===== src/rtl/writeback_unit_if.sv =====
// Memory-stage handshake, load response and register-file write port of the
// write-back stage. The write port also serves as decode's forwarding source.
interface writeback_unit_if;
   logic        in_valid;
   logic        in_ready;
   logic        in_reg_write;
   logic [4:0]  in_rd_addr;
   logic [1:0]  in_wb_sel;
   logic [31:0] in_alu_result;
   logic [31:0] in_pc_plus4;
   logic [2:0]  in_funct3;
   logic        mem_rsp_valid;
   logic [31:0] mem_rsp_data;
   logic        wr_en;
   logic [4:0]  rd_addr;
   logic [31:0] rd_data;

   modport master (
      output in_valid, in_reg_write, in_rd_addr, in_wb_sel, in_alu_result,
             in_pc_plus4, in_funct3, mem_rsp_valid, mem_rsp_data,
      input  in_ready, wr_en, rd_addr, rd_data
   );

   modport slave (
      input  in_valid, in_reg_write, in_rd_addr, in_wb_sel, in_alu_result,
             in_pc_plus4, in_funct3, mem_rsp_valid, mem_rsp_data,
      output in_ready, wr_en, rd_addr, rd_data
   );
endinterface


===== src/rtl/writeback_unit.sv =====
// RV32I write-back stage: selects the result, waits for and aligns load data,
// suppresses x0 writes, drives the register-file write port, counts retires.
//
// state     | meaning
// ----------+-----------------------------------------------------------
// IDLE      | nothing to write, ready for a new instruction
// WAIT_LOAD | load accepted, waiting for the memory response
// WRITE     | write port shows the captured result; retires this cycle
module writeback_unit #(
   parameter int INSTRET_W = 64
) (
   input  logic                 clk,
   input  logic                 rst,
   writeback_unit_if.slave      wb,
   output logic [INSTRET_W-1:0] instret,
   output logic                 rsp_err
);

   typedef enum logic [1:0] {IDLE, WAIT_LOAD, WRITE} state_t;

   state_t      state, state_nxt;
   logic        accept, is_load;
   logic        wr_en_q;
   logic [4:0]  rd_addr_q;
   logic [31:0] rd_data_q;
   logic        pend_we;
   logic [4:0]  pend_rd;
   logic [2:0]  ld_funct3;
   logic [1:0]  ld_addr_lo;
   logic [31:0] sel_val, load_val;
   logic [7:0]  byte_sel;
   logic [15:0] half_sel;

   assign wb.in_ready = (state != WAIT_LOAD);
   assign accept      = wb.in_valid && wb.in_ready;
   assign is_load     = (wb.in_wb_sel == 2'b01);
   assign wb.wr_en    = wr_en_q;
   assign wb.rd_addr  = rd_addr_q;
   assign wb.rd_data  = rd_data_q;

   // State register.
   always_ff @(posedge clk) begin
      if (rst) state <= IDLE;
      else     state <= state_nxt;
   end

   // Next-state decode.
   always_comb begin
      state_nxt = state;
      case (state)
         WAIT_LOAD: if (wb.mem_rsp_valid) state_nxt = WRITE;
         default: begin
            if (accept) state_nxt = is_load ? WAIT_LOAD : WRITE;
            else        state_nxt = IDLE;
         end
      endcase
   end

   // Non-load result select; the reserved encoding writes zero.
   always_comb begin
      sel_val = 32'd0;
      case (wb.in_wb_sel)
         2'b00:   sel_val = wb.in_alu_result;
         2'b10:   sel_val = wb.in_pc_plus4;
         default: sel_val = 32'd0;
      endcase
   end

   // Load alignment and extension from the captured size and byte offset.
   always_comb begin
      byte_sel = 8'(wb.mem_rsp_data >> {ld_addr_lo, 3'b000});
      half_sel = ld_addr_lo[1] ? wb.mem_rsp_data[31:16] : wb.mem_rsp_data[15:0];
      load_val = wb.mem_rsp_data;
      case (ld_funct3)
         3'b000:  load_val = {{24{byte_sel[7]}}, byte_sel};
         3'b100:  load_val = {24'd0, byte_sel};
         3'b001:  load_val = {{16{half_sel[15]}}, half_sel};
         3'b101:  load_val = {16'd0, half_sel};
         default: load_val = wb.mem_rsp_data;
      endcase
   end

   // Capture, write-port registers, retire counter and response error flag.
   always_ff @(posedge clk) begin
      if (rst) begin
         wr_en_q    <= 1'b0;
         rd_addr_q  <= 5'd0;
         rd_data_q  <= 32'd0;
         pend_we    <= 1'b0;
         pend_rd    <= 5'd0;
         ld_funct3  <= 3'd0;
         ld_addr_lo <= 2'd0;
         instret    <= '0;
         rsp_err    <= 1'b0;
      end else begin
         wr_en_q <= 1'b0;
         if (state == WRITE)
            instret <= instret + INSTRET_W'(1);
         if (wb.mem_rsp_valid && state != WAIT_LOAD)
            rsp_err <= 1'b1;
         if (accept) begin
            if (is_load) begin
               pend_we    <= wb.in_reg_write;
               pend_rd    <= wb.in_rd_addr;
               ld_funct3  <= wb.in_funct3;
               ld_addr_lo <= wb.in_alu_result[1:0];
            end else begin
               wr_en_q   <= wb.in_reg_write && (wb.in_rd_addr != 5'd0);
               rd_addr_q <= wb.in_rd_addr;
               rd_data_q <= sel_val;
            end
         end
         if (state == WAIT_LOAD && wb.mem_rsp_valid) begin
            wr_en_q   <= pend_we && (pend_rd != 5'd0);
            rd_addr_q <= pend_rd;
            rd_data_q <= load_val;
         end
      end
   end

endmodule

===== src/flat_wrapper.sv =====
// flat-port wrapper written by rule: the top's interface ports become plain ports
module writeback_unit_flat 
#(
   parameter int INSTRET_W = 64
)
  (clk, rst, instret, rsp_err, wb_in_valid, wb_in_reg_write, wb_in_rd_addr, wb_in_wb_sel, wb_in_alu_result, wb_in_pc_plus4, wb_in_funct3, wb_mem_rsp_valid, wb_mem_rsp_data, wb_in_ready, wb_wr_en, wb_rd_addr, wb_rd_data);
  writeback_unit_if wb_i ();
  input  logic clk;
  input  logic rst;
  output logic [INSTRET_W-1:0] instret;
  output logic rsp_err;
  input wire logic [$bits(wb_i.in_valid)-1:0] wb_in_valid;
  input wire logic [$bits(wb_i.in_reg_write)-1:0] wb_in_reg_write;
  input wire logic [$bits(wb_i.in_rd_addr)-1:0] wb_in_rd_addr;
  input wire logic [$bits(wb_i.in_wb_sel)-1:0] wb_in_wb_sel;
  input wire logic [$bits(wb_i.in_alu_result)-1:0] wb_in_alu_result;
  input wire logic [$bits(wb_i.in_pc_plus4)-1:0] wb_in_pc_plus4;
  input wire logic [$bits(wb_i.in_funct3)-1:0] wb_in_funct3;
  input wire logic [$bits(wb_i.mem_rsp_valid)-1:0] wb_mem_rsp_valid;
  input wire logic [$bits(wb_i.mem_rsp_data)-1:0] wb_mem_rsp_data;
  output wire logic [$bits(wb_i.in_ready)-1:0] wb_in_ready;
  output wire logic [$bits(wb_i.wr_en)-1:0] wb_wr_en;
  output wire logic [$bits(wb_i.rd_addr)-1:0] wb_rd_addr;
  output wire logic [$bits(wb_i.rd_data)-1:0] wb_rd_data;
  assign wb_i.in_valid = wb_in_valid;
  assign wb_i.in_reg_write = wb_in_reg_write;
  assign wb_i.in_rd_addr = wb_in_rd_addr;
  assign wb_i.in_wb_sel = wb_in_wb_sel;
  assign wb_i.in_alu_result = wb_in_alu_result;
  assign wb_i.in_pc_plus4 = wb_in_pc_plus4;
  assign wb_i.in_funct3 = wb_in_funct3;
  assign wb_i.mem_rsp_valid = wb_mem_rsp_valid;
  assign wb_i.mem_rsp_data = wb_mem_rsp_data;
  assign wb_in_ready = wb_i.in_ready;
  assign wb_wr_en = wb_i.wr_en;
  assign wb_rd_addr = wb_i.rd_addr;
  assign wb_rd_data = wb_i.rd_data;
  writeback_unit #(.INSTRET_W(INSTRET_W)) u_core (.clk(clk), .rst(rst), .wb(wb_i), .instret(instret), .rsp_err(rsp_err));
endmodule

===== config.mk =====
export PLATFORM = sky130hd
export DESIGN_NAME = writeback_unit_flat
export DESIGN_NICKNAME = d
export VERILOG_FILES = /design/src/rtl/writeback_unit_if.sv /design/src/rtl/writeback_unit.sv /design/src/flat_wrapper.sv
export SDC_FILE = /design/constraint.sdc
export NUM_CORES = 1
export LEC_CHECK = 0
export ABC_AREA = 1
export CORE_ASPECT_RATIO = 1.75
export CORE_MARGIN = 1
export CORE_UTILIZATION = 45
export CTS_BUF_LIST = sky130_fd_sc_hd__clkbuf_16
export DETAILED_ROUTE_END_ITERATION = 8
export PLACE_DENSITY_LB_ADDON = 0.25
export SLEW_MARGIN = 30
export SYNTH_ARGS = -nofsm -noshare
export SYNTH_HDL_FRONTEND = slang
export SYNTH_SLANG_ARGS = --single-unit

===== constraint.sdc =====
create_clock -name clk -period 2.65 [get_ports clk]
set_input_delay 0.53 -clock clk [delete_from_list [all_inputs] [get_ports clk]]
set_output_delay 0.53 -clock clk [all_outputs]
set_load 0.005 [all_outputs]

==> flow_summary.yaml, run 1 <==
run_status:
  status: "finished clean"
route:
  via_per_inst: 5.422
  drt_iter0_drc: 446
  drtAntennaViolNets: 0
  wire_per_inst_um: 16.94
  wl_um: 25010
  vias: 8003
  dr.pass1.iters: 7
  drc: 0
synth:
  ys_warn_count: 0
  synth_edf_count: 0
  synth_cell_types: 36
  synth_seq_cells: 116
  mappedNetlistNets: 1188
  synth_common_cells: "nand2_1 (243), nor2_1 (151), nand3_1 (122)"
  syn_avg_cell_area_um2: 6.342
  synth_top_area_share_pct: 34.03
  yosys-top-cells-area: "dfxtp_1 (34%), nand2_1 (13%), nand3_1 (8.9%)"
  synth_flop_cell: "dfxtp_1"
  yosysMostFrequentCell: "nand2_1"
  synthCells: 1076
  syn-cell-area_um2: 6824
  synth.largest_area_cell: "dfxtp_1"
  yosysSeqAreaShare_pct: 34.03
  async_flop_share_pct: 0
clock_tree:
  cts-htree-levels: 4
  numCtsBuffers: 17
  cts_resized: 0
  cts_buffer_depth: 2
  postCtsSetupRepairBufs: 0
  cts_tree: "built"
  cts_hold_buf: 0
  clk_latency_ns: 0.43
  clk_pin_slew_ns: 0.06
  clock-sinks: 116
  root_buffer: "clkbuf_16"
power_and_ir_drop:
  ir_drop_v: 0.0003923
  leakage_uw: 0.003758
  cellPowerDensity_nw_per_um2: 496.4
sta:
  setup_ws_ns: 0.4653
  hold_viol: 0
  hold_ws_ns: 0.4569
  slew_headroom_pct: 61.72
  setup_viol: 0
  fmax_mhz: 457.7
  period_share_pct: 82.44
  min_period_ns: 2.185
  setup-tns-final_ns: 0
  rsz0062_at_grt: "no"
  slew_violations: 0
  tightest_slew_ns: 0.5721
  finalClockSkew_ns: 0.01153
worst_setup_path:
  cp.arrival_ns: 1.65
  max_stage_delay_ns: 0.53
  crit_family: "buffers and inverters"
  crit_fanout: 3
  crit_buf_inv: 2
  cp.required_ns: 2.12
  critPathSlowestCell: "clkdlybuf4s50_1"
  worstSetupStartpointType: "register"
  path_cells: "nor2_2 > inv_2 > clkdlybuf4s50_1"
  endpoint_kind: "output pin"
  crit_type: "register to output pin"
cells_and_area:
  antennaDiodeCount: 0
  synthToLayoutAreaGrowth_pct: 42.24
  final_nets: 1392
  drive_gt1_share_pct: 6.574
  post-route-util_pct: 65.42
  final_cell_area_um2: 9707
  fillers: 1376
placement:
  portBuffers: 214
  place.gp.congestion: 0.9601
  placed_cell_area_um2: 9101
  hpwlAfterDp_um: 19550
  pre_cts_ws_ns: 0.3077
floorplanning:
  die_h_um: 164.9
  core.rowCount: 59
  die_x_um: 95.09
  start_util_pct: 45.99
  ios: 215
  core_um2: 14840
  dieArea_um2: 15680
grt:
  first_global_vias: 7716
  grt_pass1_wl_um: 38080
  grt_use_total_pct: 32.34
  gr-total-overflow: 0
  grt_max_degree: 41
  antenna_found_initial: 0
run:
  cap_violations: 0
hold_path:
  hold_class: "register to register"
-- worst reg2reg max path: stages, from the launching register on --
cell,delay [ns]
dfxtp_1,0.45
nand3_2,0.17
nor2_4,0.19
nand3_1,0.16
nor2_1,0.49
nand3_1,0.18
o21ai_0,0.20
nor2_1,0.05
-- cell usage in the layout, fill, tap and decap left out, types with 2 or more instances in the layout --
cell type / count
a21o_1: 10
a21oi_1: 78
a31oi_1: 19
and3_1: 3
buf_4: 11
bufinv_16: 3
clkbuf_16: 17
clkdlybuf4s50_1: 213
clkinv_2: 3
clkinv_4: 3
clkinvlp_4: 3
dfxtp_1: 116
inv_1: 111
inv_2: 6
inv_6: 3
nand2_1: 243
nand2_2: 6
nand2_4: 4
nand3_1: 122
nand3_2: 3
nand4_1: 24
nor2_1: 151
nor2_2: 6
nor2_4: 10
nor2_8: 2
nor3_1: 16
nor3b_1: 3
o211ai_1: 13
o21a_1: 5
o21ai_0: 68
o21bai_1: 2
xnor2_1: 3
xor2_1: 5
-- logic make-up (layout without fill, tap and decap cells) --
kind of cell               after synthesis  in the layout  synth area share, %
buffers and inverters                  159            376                9.333
and+or+nand+nor                        596            596                39.55
adders and majority gates                1              1               0.1833
DFF                                    116            116                34.03
AOI/OAI and AO/OA                      196            196                15.88
xor gates and xnor gates                 8              8                1.027
-- routing by layer --
metal / vias up / wire length (um) / track usage (%)
met3: 107 / 1471 / 5.939
met1: 3571 / 8523 / 30.73
met2: 374 / 13030 / 58.47
li1: 3951 / - / -
met4: 0 / 1985 / 26.72
met5: - / 0 / 0
-- final timing paths --
| check | from | endpoint | slack [ns] | depth (start not counted) |
|---|---|---|---|---|
| max | u_core.state[1] | wb_in_ready | 0.47 | 3 |
| min | u_core.wb.rd_data[28] | u_core.wb.rd_data[28] | 0.46 | 2 |
| max reg2reg | u_core.state[1] | u_core.instret[43] | 0.66 | 7 |
| min reg2reg | u_core.wb.rd_data[28] | u_core.wb.rd_data[28] | 0.46 | 2 |
-- registers in the layout, indices dropped and copies added (netlist names), 2 cells and up --
signal / cells
u_core.instret: 64
u_core.wb.rd_data: 32
u_core.pend_rd: 5
u_core.wb.rd_addr: 5
u_core.ld_funct3: 3
u_core.ld_addr_lo: 2
u_core.state: 2
-- stage by stage --
| step | total power (uW) | instances |
|---|---|---|
| after floorplan | 2129 | 1076 |
| after global placement | 2462 | 1444 |
| after detailed placement | 2464 | 1444 |
| after CTS | 4830 | 1476 |
| after global routing | 4970 | 1476 |
| final | 4818 | 1476 |
-- report_power, final --
group	switching [uW]	internal (uW)
clock	903	1480
sequential	37.6	1790
combinational	295	307
-- layout make-up --
type | instances | area (um^2) | share of cell area [%]
repair buffers | 226 | 2240 | 23.07
flip-flops and latches | 116 | 2322 | 23.92
clock inverters | 15 | 180.2 | 1.856
inverters | 118 | 445.4 | 4.589
well taps | 183 | 229.0 | 2.359
multi-input cells | 801 | 3865 | 39.82
clock buffers | 17 | 425.4 | 4.383
Note: power is estimated with default switching activity, not from simulation.
==> run 2, diff against run 1 <==
==> constraint.sdc (replaced) <==
create_clock -name clk -period 2.2 [get_ports clk]
set_input_delay 0.44 -clock clk [delete_from_list [all_inputs] [get_ports clk]]
set_output_delay 0.44 -clock clk [all_outputs]
set_load 0.005 [all_outputs]
==> flow_summary.yaml, run 2 (synthesis results as in run 1) <==
clock_tree:
  cts_hold_buf: 0
  cts-htree-levels: 4
  clk_pin_slew_ns: 0.06
  cts_tree: "built"
  clk_latency_ns: 0.41
  clock-sinks: 116
  numCtsBuffers: 17
  root_buffer: "clkbuf_16"
  postCtsSetupRepairBufs: 0
  cts_buffer_depth: 2
  cts_resized: 0
power_and_ir_drop:
  cellPowerDensity_nw_per_um2: 570.4
  leakage_uw: 0.003807
  ir_drop_v: 0.0006707
worst_setup_path:
  critPathSlowestCell: "clkdlybuf4s50_1"
  endpoint_kind: "output pin"
  worstSetupStartpointType: "register"
  r2r_start: "u_core.instret[3]"
  cp.required_ns: 1.76
  path_cells: "nor2_2 > inv_2 > clkdlybuf4s50_1"
  cp.arrival_ns: 1.62
  crit_type: "register to output pin"
  crit_fanout: 3
  ff2ff_path_depth: 7
  crit_start: "u_core.state[1]"
  max_stage_delay_ns: 0.52
floorplanning:
  core_um2: 14840
  ios: 215
  core.rowCount: 59
  start_util_pct: 45.99
  dieArea_um2: 15680
  die_h_um: 164.9
  die_x_um: 95.09
cells_and_area:
  final_nets: 1402
  mostFrequentLayoutCells: "nand2_1 (243), clkdlybuf4s50_1 (213), nor2_1 (151)"
  drive_gt1_share_pct: 6.907
  final_common_cell: "nand2_1"
  synthToLayoutAreaGrowth_pct: 42.92
  antennaDiodeCount: 0
  largest_register: "u_core.instret"
  largest_reg_flops: 64
  final_cell_area_um2: 9753
placement:
  hpwlAfterDp_um: 19940
  place.gp.congestion: 0.9302
  portBuffers: 214
  placed_cell_area_um2: 9201
route:
  wire_per_inst_um: 16.89
  drc: 0
  drt_iter0_drc: 368
  wl_um: 25100
  dr.pass1.iters: 5
  vias: 8096
  via_per_inst: 5.448
  drtAntennaViolNets: 0
hold_path:
  hp-start: "u_core.wb.rd_data[29]"
  hold_class: "register to register"
  min_path_cells: 2
grt:
  grt_max_degree: 47
  antenna_found_initial: 0
  first_global_vias: 7885
  grt_use_total_pct: 32.76
  gr-total-overflow: 0
  grt_pass1_wl_um: 38760
sta:
  period_share_pct: 93.75
  min_period_ns: 2.062
  rsz0062_at_grt: "no"
  slew_headroom_pct: 62.80
  hold_viol: 0
  tightest_slew_ns: 0.5580
  fmax_mhz: 484.9
  finalClockSkew_ns: 0.009052
  slew_violations: 0
  setup_viol: 0
  setup-tns-final_ns: 0
run_status:
  status: "finished clean"
run:
  cap_violations: 0
## run 2: changes by cell type in the layout (fill, tap and decap cells not counted), moves of 2 or more
cell / change
buf_12: +2
buf_4: +8
clkinv_2: +2
clkinv_4: -3
inv_1: +4
inv_6: -3
## run 2: worst max-delay path, delay by kind of cell (launching register included)
kind,cells,cell delay [ns]
simple gates,1,0.11
flops,1,0.44
buf+inv,2,0.66
## run 2: layer usage
metal / vias to the layer above / part of all wire [%] / GRT usage, %
met5: - / 0 / 0
met4: 0 / 8.0 / 24.72
met3: 109 / 5.3 / 6.492
met2: 344 / 53 / 59.97
met1: 3679 / 34 / 31.15
li1: 3964 / - / -
## run 2: final cells by class
class                           instances  area [um^2]
Clock inverter                         15        126.4
Sequential cell                       116         2322
Fill cell                            1387         5085
Timing Repair Buffer                  236         2340
Inverter                              118        445.4
Multi-Input combinational cell        801         3865
Clock buffer                           17        425.4
Tap cell                              183        229.0
## run 2: final timing paths
path	to	slack, ns
max reg2reg	u_core.instret[43]	0.29
min	u_core.wb.rd_data[29]	0.46
min reg2reg	u_core.wb.rd_data[29]	0.46
max	wb_in_ready	0.14
## run 2: per-stage QoR
step	setup WS, ns	instances	hold slack [ns]	util (%)	total power [uW]
after floorplan	0.6440	1076	0.4442	-	2565
after global placement	0.1564	1454	0.4454	62.01	2979
after detailed placement	0.1105	1454	0.4474	62.01	2982
after CTS	0.1128	1486	0.4591	65.73	5574
after global routing	0.08388	1486	0.4787	65.73	5752
final	0.1376	1486	0.4602	65.73	5563
## run 2: power by group
part / internal [uW] / switching, uW / leakage [uW]
Sequential: 2160 / 45.4 / 0.000941
Clock: 1630 / 988 / 0.000281
Combinational: 381 / 357 / 0.00259
==> run 3, diff against run 2 <==
--- a/config.mk
+++ b/config.mk
@@ -6,6 +6,7 @@
 export NUM_CORES = 1
 export LEC_CHECK = 0
 export ABC_AREA = 1
+export CAP_MARGIN = 20
 export CORE_ASPECT_RATIO = 1.75
 export CORE_MARGIN = 1
 export CORE_UTILIZATION = 45
@@ -16,3 +17,4 @@
 export SYNTH_ARGS = -nofsm -noshare
 export SYNTH_HDL_FRONTEND = slang
 export SYNTH_SLANG_ARGS = --single-unit
+export TNS_END_PERCENT = 10
==> results of run 3 <==
No change in the layout: final DEF, timing and power equal those of run 2.
